$ cat src/rtl/antilog_offset_pipe.sv
// Three-stage log2-to-linear converter: capture, Mitchell mantissa with optional
// offset correction (enabled by ANTILOG_OFFSET_CORR_EN), then shift by the integer part.
module antilog_offset_pipe #(
    parameter int INT_W  = 4,
    parameter int FRAC_W = 8,
    parameter int OUT_W  = 2**INT_W + FRAC_W
) (
    input  logic                    clk,
    input  logic                    rst,
    input  logic                    in_valid,
    output logic                    in_ready,
    input  logic                    in_zero,
    input  logic [INT_W+FRAC_W-1:0] log_in,
    output logic                    out_valid,
    input  logic                    out_ready,
    output logic [OUT_W-1:0]        lin_out
);

    // S1: captured operand
    logic              v1_q, v1_d;
    logic [INT_W-1:0]  int1_q, int1_d;
    logic [FRAC_W-1:0] frac1_q, frac1_d;
    logic              zero1_q, zero1_d;
    // S2: mantissa
    logic              v2_q, v2_d;
    logic [INT_W-1:0]  int2_q, int2_d;
    logic [FRAC_W:0]   mant2_q, mant2_d;
    logic              zero2_q, zero2_d;
    // S3: output register
    logic              v3_q, v3_d;
    logic [OUT_W-1:0]  lin_q, lin_d;

    logic ld1, ld2, ld3;
    logic [FRAC_W:0] mant_raw;

`ifdef ANTILOG_OFFSET_CORR_EN
    // Offsets in units of 2^-8, sampled at each bin midpoint of the fraction.
    function automatic logic [7:0] corr_lut(input logic [3:0] idx);
        logic [7:0] c;
        case (idx)
            4'd0:    c = 8'd2;
            4'd1:    c = 8'd7;
            4'd2:    c = 8'd11;
            4'd3:    c = 8'd14;
            4'd4:    c = 8'd17;
            4'd5:    c = 8'd19;
            4'd6:    c = 8'd21;
            4'd7:    c = 8'd22;
            4'd8:    c = 8'd22;
            4'd9:    c = 8'd22;
            4'd10:   c = 8'd21;
            4'd11:   c = 8'd19;
            4'd12:   c = 8'd16;
            4'd13:   c = 8'd13;
            4'd14:   c = 8'd8;
            default: c = 8'd3;
        endcase
        return c;
    endfunction

    logic [FRAC_W:0] corr_ext;
    always_comb begin
        corr_ext = (FRAC_W+1)'(corr_lut(frac1_q[FRAC_W-1:FRAC_W-4])) << (FRAC_W-8);
        mant_raw = {1'b1, frac1_q} - corr_ext;
    end
`else
    always_comb mant_raw = {1'b1, frac1_q};
`endif

    // A stage may load when it is empty or its word moves on this cycle.
    always_comb begin
        ld3      = !v3_q || out_ready;
        ld2      = !v2_q || ld3;
        ld1      = !v1_q || ld2;
        in_ready = ld1;
    end

    always_comb begin
        v1_d    = v1_q;
        int1_d  = int1_q;
        frac1_d = frac1_q;
        zero1_d = zero1_q;
        if (ld1) begin
            v1_d = in_valid;
            if (in_valid) begin
                int1_d  = log_in[INT_W+FRAC_W-1:FRAC_W];
                frac1_d = log_in[FRAC_W-1:0];
                zero1_d = in_zero;
            end
        end
    end

    always_comb begin
        v2_d    = v2_q;
        int2_d  = int2_q;
        mant2_d = mant2_q;
        zero2_d = zero2_q;
        if (ld2) begin
            v2_d = v1_q;
            if (v1_q) begin
                int2_d  = int1_q;
                mant2_d = mant_raw;
                zero2_d = zero1_q;
            end
        end
    end

    always_comb begin
        v3_d  = v3_q;
        lin_d = lin_q;
        if (ld3) begin
            v3_d = v2_q;
            if (v2_q)
                lin_d = zero2_q ? '0 : (OUT_W'(mant2_q) << int2_q);
        end
    end

    always_ff @(posedge clk) begin
        if (rst) begin
            v1_q    <= 1'b0;
            int1_q  <= '0;
            frac1_q <= '0;
            zero1_q <= 1'b0;
            v2_q    <= 1'b0;
            int2_q  <= '0;
            mant2_q <= '0;
            zero2_q <= 1'b0;
            v3_q    <= 1'b0;
            lin_q   <= '0;
        end else begin
            v1_q    <= v1_d;
            int1_q  <= int1_d;
            frac1_q <= frac1_d;
            zero1_q <= zero1_d;
            v2_q    <= v2_d;
            int2_q  <= int2_d;
            mant2_q <= mant2_d;
            zero2_q <= zero2_d;
            v3_q    <= v3_d;
            lin_q   <= lin_d;
        end
    end

    assign out_valid = v3_q;
    assign lin_out   = lin_q;

endmodule
$ cat config.mk
export PLATFORM = sky130hd
export DESIGN_NAME = antilog_offset_pipe
export DESIGN_NICKNAME = d
export VERILOG_FILES = /design/src/rtl/antilog_offset_pipe.sv
export SDC_FILE = /design/constraint.sdc
export NUM_CORES = 1
export LEC_CHECK = 0
export CORE_MARGIN = 2
export CORE_UTILIZATION = 45
export CTS_BUF_LIST = sky130_fd_sc_hd__clkbuf_4 sky130_fd_sc_hd__clkbuf_8
export DETAILED_ROUTE_END_ITERATION = 8
export PLACE_DENSITY = 0.7
export SYNTH_ARGS = -nofsm -noshare
export SYNTH_HDL_FRONTEND = slang
export SYNTH_SLANG_ARGS = --single-unit
$ cat constraint.sdc
create_clock -name clk -period 2 [get_ports clk]
set_clock_uncertainty 0.2 [all_clocks]
set_input_delay 0.3 -clock clk [delete_from_list [all_inputs] [get_ports clk]]
set_output_delay 0.3 -clock clk [all_outputs]
set_load 0.05 [all_outputs]
==> Word level (Yosys, flattened, before mapping) <==
Cells that the tools add are included.
Widths: inputs -> output; s select.
{ "totals": {"regBits": 54, "latchBits": 0, "ramBits": 0, "romBits": 0, "inputBits": 17, "wordCells": 21, "memories": 0} }
{ "op_classes": {"n_addsub": 0, "multipliers": 0, "div": 0, "order_cmp": 0, "eq_ne": 0, "n_shift": 1, "n_mux": 1, "bitwise": 0, "reduce_logical": 9} }
{ "ops": {"columns": ["op", "n"], "rows": [
  ["$mux 24", 1],
  ["$shl 9x4->24", 1],
  ["$reduce_and 2->1", 3],
  ["$logic_not 1->1", 3],
  ["$logic_or 1x1->1", 3]
]} }

==> Logic depth before layout (Yosys ltp) <==
Gate-level depths: netlist of run 1.
{ "logic_depth": {"depth_word": 5, "ltp_mapped": 6, "ltp_nobuf": 4} }

==> Worst setup path after synthesis of run 1 <==
Ideal clock, no wire load.
{ "synth_path": {"path_kind": "register to register", "start": "register v3_q (netlist: out_valid)", "end": "register frac1_q[2]", "setup_ps": 132, "t_arrival_ps": 1631, "required_ps": 1668, "setup_slack_ps": 37, "stages_incl_launch_ff": 5, "path_buffers": 1, "synth_period_minus_slack_ps": 1963, "path_cell_list": "dfxtp_1 nand4b_1 clkbuf_1 nand3_1 a21oi_1"} }
{ "synth_via": {"elab_chain_cells": 5} }
{ "synth_lines": {"columns": ["item", "line_no", "text"], "rows": [
  ["start: declaration", "30", "logic v3_q, v3_d;"],
  ["start signal: assignment", "139", "v3_q <= v3_d;"],
  ["$logic_not 1->1", "72", "ld3 = !v3_q || out_ready;"],
  ["$logic_or 1x1->1", "72", null],
  ["$logic_or 1x1->1", "73", "ld2 = !v2_q || ld3;"],
  ["$logic_or 1x1->1", "74", "ld1 = !v1_q || ld2;"],
  ["named net in_ready", "11", "output logic in_ready,"],
  ["$reduce_and 2->1 (no source line)", null, null],
  ["end signal: assignment", "133", "frac1_q <= frac1_d;"],
  ["end: declaration", "22", "logic [FRAC_W-1:0] frac1_q, frac1_d;"]
]} }
The timed path passes the listed nets, and every way through them passes these cells.
A chain may end at the register's enable or synchronous reset.

==> Worst setup path in the final report of run 1 <==
{ "layout_path": {"start": "register lin_q[21] (netlist: lin_out[21])", "end": "output lin_out[21]"} }
{ "layout_lines": {"columns": ["item", "line_no", "text"], "rows": [
  ["start: declaration", "31", "logic [OUT_W-1:0] lin_q, lin_d;"],
  ["start signal: assignment", "140", "lin_q <= lin_d;"],
  ["end: declaration", "16", "output logic [OUT_W-1:0] lin_out"]
]} }
No word-level cell between the ends.

==> impl_metrics.ini, run 1 <==
[status]
result_of_the_run = finished clean

[placed_design]
io_buffer_count = 42
dp.final_hpwl_microns = 3739
gp_congestion = 0.8161
pre_cts_setup_slack_ns = -0.02638

[detailed_routing]
first_pass_iters = 4
route.detailed.drc = 0
dr.first_iter.drc_count = 98
num_vias = 1910
avgViaCountPerCell = 5.233
wl_per_cell_microns = 13.45
wl_microns = 4908
drt.antenna.violating_nets = 0

[sta]
finalHoldViolations = 0
timing_worst_slew_pin_value_ns = 0.5133
final.min_clock_period_ns = 1.951
rsz0062_at_grt = no
setup-tns-final_ns = 0
slew_violations = 0
timing.final.crit_share_pct = 97.53
max_clock_freq_ghz = 0.5127
hold_ws_ns = 0.2555
slew-limit-headroom_pct = 65.73
layout_setup_ws_ns = 0.04948
setup-violations-final = 0

[final_layout]
filler_cell_count = 464
most_common_cell_after_layout_fill_and_taps_aside = sky130_fd_sc_hd__dfxtp_1
area.sequential_sq_um = 1082
post_route_cells_drive_above_1_share_pct = 19.66
syn_to_final_growth_pct = 25.38
insertedDiodeCount = 0
multi_input_area_sq_um = 1154
nNetsFinal = 313
layout.cells.most_common_list = sky130_fd_sc_hd__dfxtp_1, sky130_fd_sc_hd__buf_4, sky130_fd_sc_hd__nor2_1

[critical_path]
reg2reg_from = int2_q[1]
critical_path_class = reg2out
crit_fanout = 2
worst_setup_path_start_kind = register
critPathSlowestCell = sky130_fd_sc_hd__clkdlybuf4s50_1
worstSetupStartpoint = lin_out[21]
worst-path-buf-inv = 1
timing.critical_path.required_ns = 1.50
cpLargestDelayFamily = buffers and inverters
worstPathCellList = clkdlybuf4s50_1
endpoint_type_of_the_worst_setup_path = output port
max_stage_delay_ns = 0.80
critPathArrivalTime_ns = 1.45

[min_path]
startpoint_of_the_most_critical_hold_path = frac1_q[5]
holdCritPathClass = reg2reg

[yosys]
yosysWarnings = 0
cell_count_after_synthesis = 248
synthesis.nets = 265
synth-seq-cells = 54
synth_seq_area_share_pct = 45.79
synth_cell_types = 37
post_synth.cell_area_avg_sq_um = 9.520
mappedNetlistArea_sq_um = 2361

[floorplanning]
io-pin-count = 43
initial_core_util_pct = 46.52
chipWidth_microns = 76.44
fp.dieArea_sq_um = 5842
placementRows = 26
chipHeight_microns = 76.44
core_area_sq_um = 5075

[clock_tree]
root_buffer = sky130_fd_sc_hd__clkbuf_8
cts.repair_timing.setup_buffer_count = 0
clock_tree_from_tritoncts = yes
clock_path_buffers = 2
cts_buffers = 5
cts_htree_levels = 2
worst_setup_hold_path_clk_slew_ns = 0.09
cts_sinks = 54
insertion_delay_ns = 0.30

[global_route]
globalRoute.busiestLayer = met2
gr-total-overflow = 0
grt_util_met3_pct = 4.028
grt_pass1_wl_microns = 8500
globalRouteMet1Util_pct = 23.87
grt_max_degree = 32
grt.met2_usage_pct = 28.41
grt_antenna_before_repair = 0
first_global_vias = 1762
grt_usage_pct = 17.68

[power_and_ir_drop]
power.static_leakage_nw = 1.220
power-per-cell-area_nw_per_um2 = 639.9
power.ir.vdd_worst_mv = 0.4578

[run]
maxcap_violations = 0
## metal layers
| layer | part of all wire (%) | up-vias |
|---|---|---|
| li1 | - | 977 |
| met1 | 49 | 884 |
| met2 | 46 | 45 |
| met3 | 4.5 | 4 |
| met4 | 1.1 | 0 |
| met5 | 0 | - |
## stage by stage
step,std cells,cell area [sq um],util (%),power (mW)
final,365,2960,58.33,1.894
after global routing,365,2960,58.33,1.989
after CTS,365,2952,58.16,1.907
after detailed placement,359,2869,56.53,1.332
after global placement,359,2869,56.53,1.329
after floorplan,248,2361,-,1.257
## logic make-up (layout without fill, tap and decap cells)
family / after synthesis / count (layout) / share of synthesized area, %
buffers and inverters: 23 / 70 / 5.352
and+or+nand+nor: 85 / 85 / 18.34
muxes: 33 / 33 / 15.53
AOI/OAI and AO/OA: 53 / 53 / 15.00
DFF: 54 / 54 / 45.79
## sequential cells by signal, indices dropped and copies added (netlist names)
signal	cells
out_valid	1
mant2_q	9
zero2_q	1
v1_q	1
frac1_q	8
int2_q	4
zero1_q	1
v2_q	1
int1_q	4
lin_out	24
## repair_timing
item,CTS,global route
hold buffers,0,0
hold endpoints to repair,0,0
gates resized for setup,0,4
setup endpoints to repair,0,5
## power breakdown
part,switching (mW),total (mW),internal (mW)
Sequential,0.0210,1.12,1.10
Combinational,0.0922,0.185,0.0932
Clock,0.320,0.588,0.268
## path summary, 6_finish.rpt
path	endpoint	slack, ns	cells after the start
worst max-delay path	lin_out[21]	0.05	1
worst min-delay path	frac1_q[5]	0.26	2
worst max register to register	lin_out[11]	0.20	4
worst min register to register	frac1_q[5]	0.26	2
## worst min-delay path: stages (launching register included)
cell	delay, ns
sky130_fd_sc_hd__dfxtp_1	0.31
sky130_fd_sc_hd__nand2_1	0.05
sky130_fd_sc_hd__a21oi_1	0.05
## Yosys cell counts, drive strengths merged
| cell | n | share of area (%) |
|---|---|---|
| clkbuf | 10 | 1.6 |
| o21ai | 5 | 1.2 |
| nand2 | 25 | 4.0 |
| o2bb2ai | 2 | 0.74 |
| dfxtp | 54 | 46 |
| a22oi | 8 | 2.5 |
| a21oi | 21 | 4.6 |
| nor4b | 1 | 1.0 |
| buf | 8 | 3.0 |
| mux4 | 1 | 0.95 |
| nand2b | 5 | 1.3 |
| and4b | 1 | 0.42 |
| nand3 | 13 | 2.8 |
| o22ai | 6 | 1.6 |
| nor2b | 2 | 0.53 |
| a221o | 4 | 1.7 |
| a32oi | 2 | 0.74 |
| inv | 5 | 0.79 |
| and2b | 3 | 0.95 |
| nand3b | 2 | 0.64 |
| nand4b | 1 | 0.37 |
| nor4 | 1 | 0.90 |
| a22o | 5 | 1.9 |
| mux2i | 22 | 9.3 |
| and3b | 1 | 0.37 |
| nor3 | 2 | 0.42 |
| nor2 | 26 | 4.1 |
| mux2 | 10 | 5.2 |
| nand4 | 2 | 0.53 |
## layout make-up
cell class                      count  area share (%)
Inverter                            5          0.6340
Sequential cell                    54           36.56
Tap cell                           70           2.959
Clock buffer                        6           2.790
Timing Repair Buffer               59           18.09
Multi-Input combinational cell    171           38.97
(Power assumes the default switching activity.)
==> run 2: changes to the inputs <==
Settings changed: ABC_AREA from default to 1, CORE_UTILIZATION 45 to 50, CTS_CLUSTER_DIAMETER from default to 30, PLACE_DENSITY 0.7 to 0.77.
==> run 2 against run 1 <==
  * Combinational power rose by 36%
  * Design area fell by 1.7%
  * Maximum frequency rose by 0.31%
  * Core utilization rose by 4.5 points
  * Power rose by 5.9%
  * Flip-flop and latch count did not move
  * First-iteration DRC count rose by 32%
==> impl_metrics.ini, run 2 <==
[sta]
timing_worst_slew_pin_value_ns = 0.5061
slew-limit-headroom_pct = 66.20
setup-tns-final_ns = 0
layout_setup_ws_ns = 0.05559
final.min_clock_period_ns = 1.944
slew_violations = 0
rsz0062_at_grt = no
finalHoldViolations = 0
max_clock_freq_ghz = 0.5143
timing.final.crit_share_pct = 97.22
setup-violations-final = 0

[critical_path]
critPathSlowestCell = sky130_fd_sc_hd__clkdlybuf4s50_1
reg2reg_from = int2_q[0]
endpoint_type_of_the_worst_setup_path = output port
worstPathCellList = clkdlybuf4s50_1
worst-r2r-setup-slack_ns = 0.50
cpLargestDelayFamily = buffers and inverters
rr_worst_depth = 7
timing.rr.end = lin_out[10]
critical_path_class = reg2out
critPathArrivalTime_ns = 1.44
worstSetupStartpoint = lin_out[21]
timing.critical_path.required_ns = 1.50
crit_fanout = 2
worst-path-buf-inv = 1
max_stage_delay_ns = 0.80
worst_setup_path_start_kind = register

[detailed_routing]
dr.first_iter.drc_count = 129
avgViaCountPerCell = 5.195
route.detailed.drc = 0
first_pass_iters = 4
drt.antenna.violating_nets = 0
num_vias = 2213
wl_microns = 4873
wl_per_cell_microns = 11.44

[clock_tree]
worst_setup_hold_path_clk_slew_ns = 0.09
insertion_delay_ns = 0.30
cts_htree_levels = 2
clock_path_buffers = 2
cts_sinks = 54
cts_buffers = 5
cts.repair_timing.setup_buffer_count = 0
number_of_hold_buffers_added_after_cts = 0
clock_tree_from_tritoncts = yes
root_buffer = sky130_fd_sc_hd__clkbuf_8

[yosys]
synth-async-reset-ratio_pct = 0
synth_compound_gate_area_share_pct = 13.69
cell_count_after_synthesis = 331
synth-seq-cells = 54
yosys-top-cells-area = sky130_fd_sc_hd__dfxtp_1, sky130_fd_sc_hd__nand2_1, sky130_fd_sc_hd__a21oi_1, sky130_fd_sc_hd__nand3_1, sky130_fd_sc_hd__nor2_1
yosys-top-cells-count = sky130_fd_sc_hd__nand2_1, sky130_fd_sc_hd__dfxtp_1, sky130_fd_sc_hd__a21oi_1
synthesis.nets = 348
synth_adder_area_share_pct = 0
post_synth.cell_area_avg_sq_um = 7.152
dominantRegCellSynth = sky130_fd_sc_hd__dfxtp_1
yosysWarnings = 0
synth_top_area_share_pct = 45.67
synth_edf_count = 0
synth_seq_area_share_pct = 45.67
synth.most_common_cell = sky130_fd_sc_hd__nand2_1
synth_top_family_by_area = simple AND/OR/NAND/NOR gates
mappedNetlistArea_sq_um = 2367
yosys.area.top_type = sky130_fd_sc_hd__dfxtp_1
xor_xnor_portion_of_the_synthesized_cell_area_pct = 0
multiplexer_fraction_of_the_synthesized_cell_area_pct = 0
synth-simple-area-share_pct = 32.61
synth_cell_types = 21

[final_layout]
nNetsFinal = 388
post_route_cells_drive_above_1_share_pct = 10.48
final_cell_count_no_fill = 426
layout.cells.most_common_list = sky130_fd_sc_hd__nand2_1, sky130_fd_sc_hd__dfxtp_1, sky130_fd_sc_hd__a21oi_1
most_common_cell_after_layout_fill_and_taps_aside = sky130_fd_sc_hd__nand2_1
flip_flop_count_of_the_largest_register_all_copies_and_words_added = 24
insertedDiodeCount = 0
syn_to_final_growth_pct = 22.89

[floorplanning]
io-pin-count = 43
chipWidth_microns = 72.81
fp.dieArea_sq_um = 5301
placementRows = 25
core_area_sq_um = 4629
chipHeight_microns = 72.81
initial_core_util_pct = 51.14

[placed_design]
dp.final_hpwl_microns = 3505
pre_cts_setup_slack_ns = 0.06931
place.detailed.instances = 418
gp_congestion = 0.9484
io_buffer_count = 42

[min_path]
holdPathEnd = mant2_q[3]
worstHoldPathCells = 2
holdCritPathClass = reg2reg
startpoint_of_the_most_critical_hold_path = frac1_q[3]

[power_and_ir_drop]
power.ir.vdd_worst_mv = 0.4385
power.static_leakage_nw = 1.193
power-per-cell-area_nw_per_um2 = 689.6

[global_route]
gr-total-overflow = 0
first_global_vias = 1920
grt_usage_pct = 19.69
grt_max_degree = 55
grt_pass1_wl_microns = 8293
grt_antenna_before_repair = 0

[run]
maxcap_violations = 0

[status]
result_of_the_run = finished clean
==> run 2: changes by cell type in the layout (fill, tap and decap cells not counted), sizes merged, moves of 6 or more <==
cell,delta
inv,+10
nor2,+13
nand2,+78
a22oi,-8
o22ai,-6
nand3,+26
buf,-14
mux2,-10
a21oi,+26
mux2i,-22
==> run 2: area by class of cell <==
| cell class | instances | area [sq um] |
|---|---|---|
| fill | 449 | 1720 |
| multi-input combinational | 242 | 1099 |
| sequential | 54 | 1085 |
| timing repair buffer | 50 | 485.5 |
| clock buffer | 7 | 90.09 |
| inverter | 18 | 77.57 |
| tap | 54 | 67.56 |
| clock inverter | 1 | 5.005 |
==> run 2: through the flow <==
stage | total power [mW] | area, sq um | hold slack (ns) | utilization [%]
3_5_place_dp | 1.402 | 2801 | 0.2513 | 60.51
6_report | 2.006 | 2909 | 0.2627 | 62.84
5_1_grt | 2.105 | 2909 | 0.2880 | 62.84
3_3_place_gp | 1.400 | 2801 | 0.2483 | 60.51
4_1_cts | 2.033 | 2897 | 0.2641 | 62.57
2_1_floorplan | 1.329 | 2377 | 0.2410 | -
==> run 2: worst max-delay path by stage <==
stage	to	cells after the start
global placement	lin_out[9]	7
global route	lin_out[1]	1
CTS	lin_out[14]	1
detailed placement	lin_out[9]	7
finish	lin_out[21]	1
floorplan	frac1_q[2]	6
==> run 2: cells by family (layout without fill, tap and decap cells) <==
logic type,count (synthesis),in the layout
simple gates,184,184
compound gates,58,58
flops,54,54
buf+inv,35,76
==> run 2: repair_timing <==
action                     in CTS  in global routing
resized for setup               0                  5
setup endpoints to repair       0                  5
hold endpoints to repair        0                  0
==> run 2: layer usage <==
| metal | vias up | GRT usage (%) | part of all wire, % | wire length (microns) |
|---|---|---|---|---|
| met1 | 965 | 25.65 | 47 | 2289 |
| met2 | 73 | 30.91 | 44 | 2150 |
| met5 | - | 0 | 0 | 0 |
| li1 | 1161 | - | - | - |
| met3 | 14 | 4.696 | 6.1 | 295 |
| met4 | 0 | 9.053 | 2.8 | 137 |
==> run 2: power by group <==
group	switching, mW	leakage (nW)	internal (mW)
registers	0.0203	0.440	1.11
logic	0.158	0.701	0.0931
clock network	0.334	0.0517	0.293
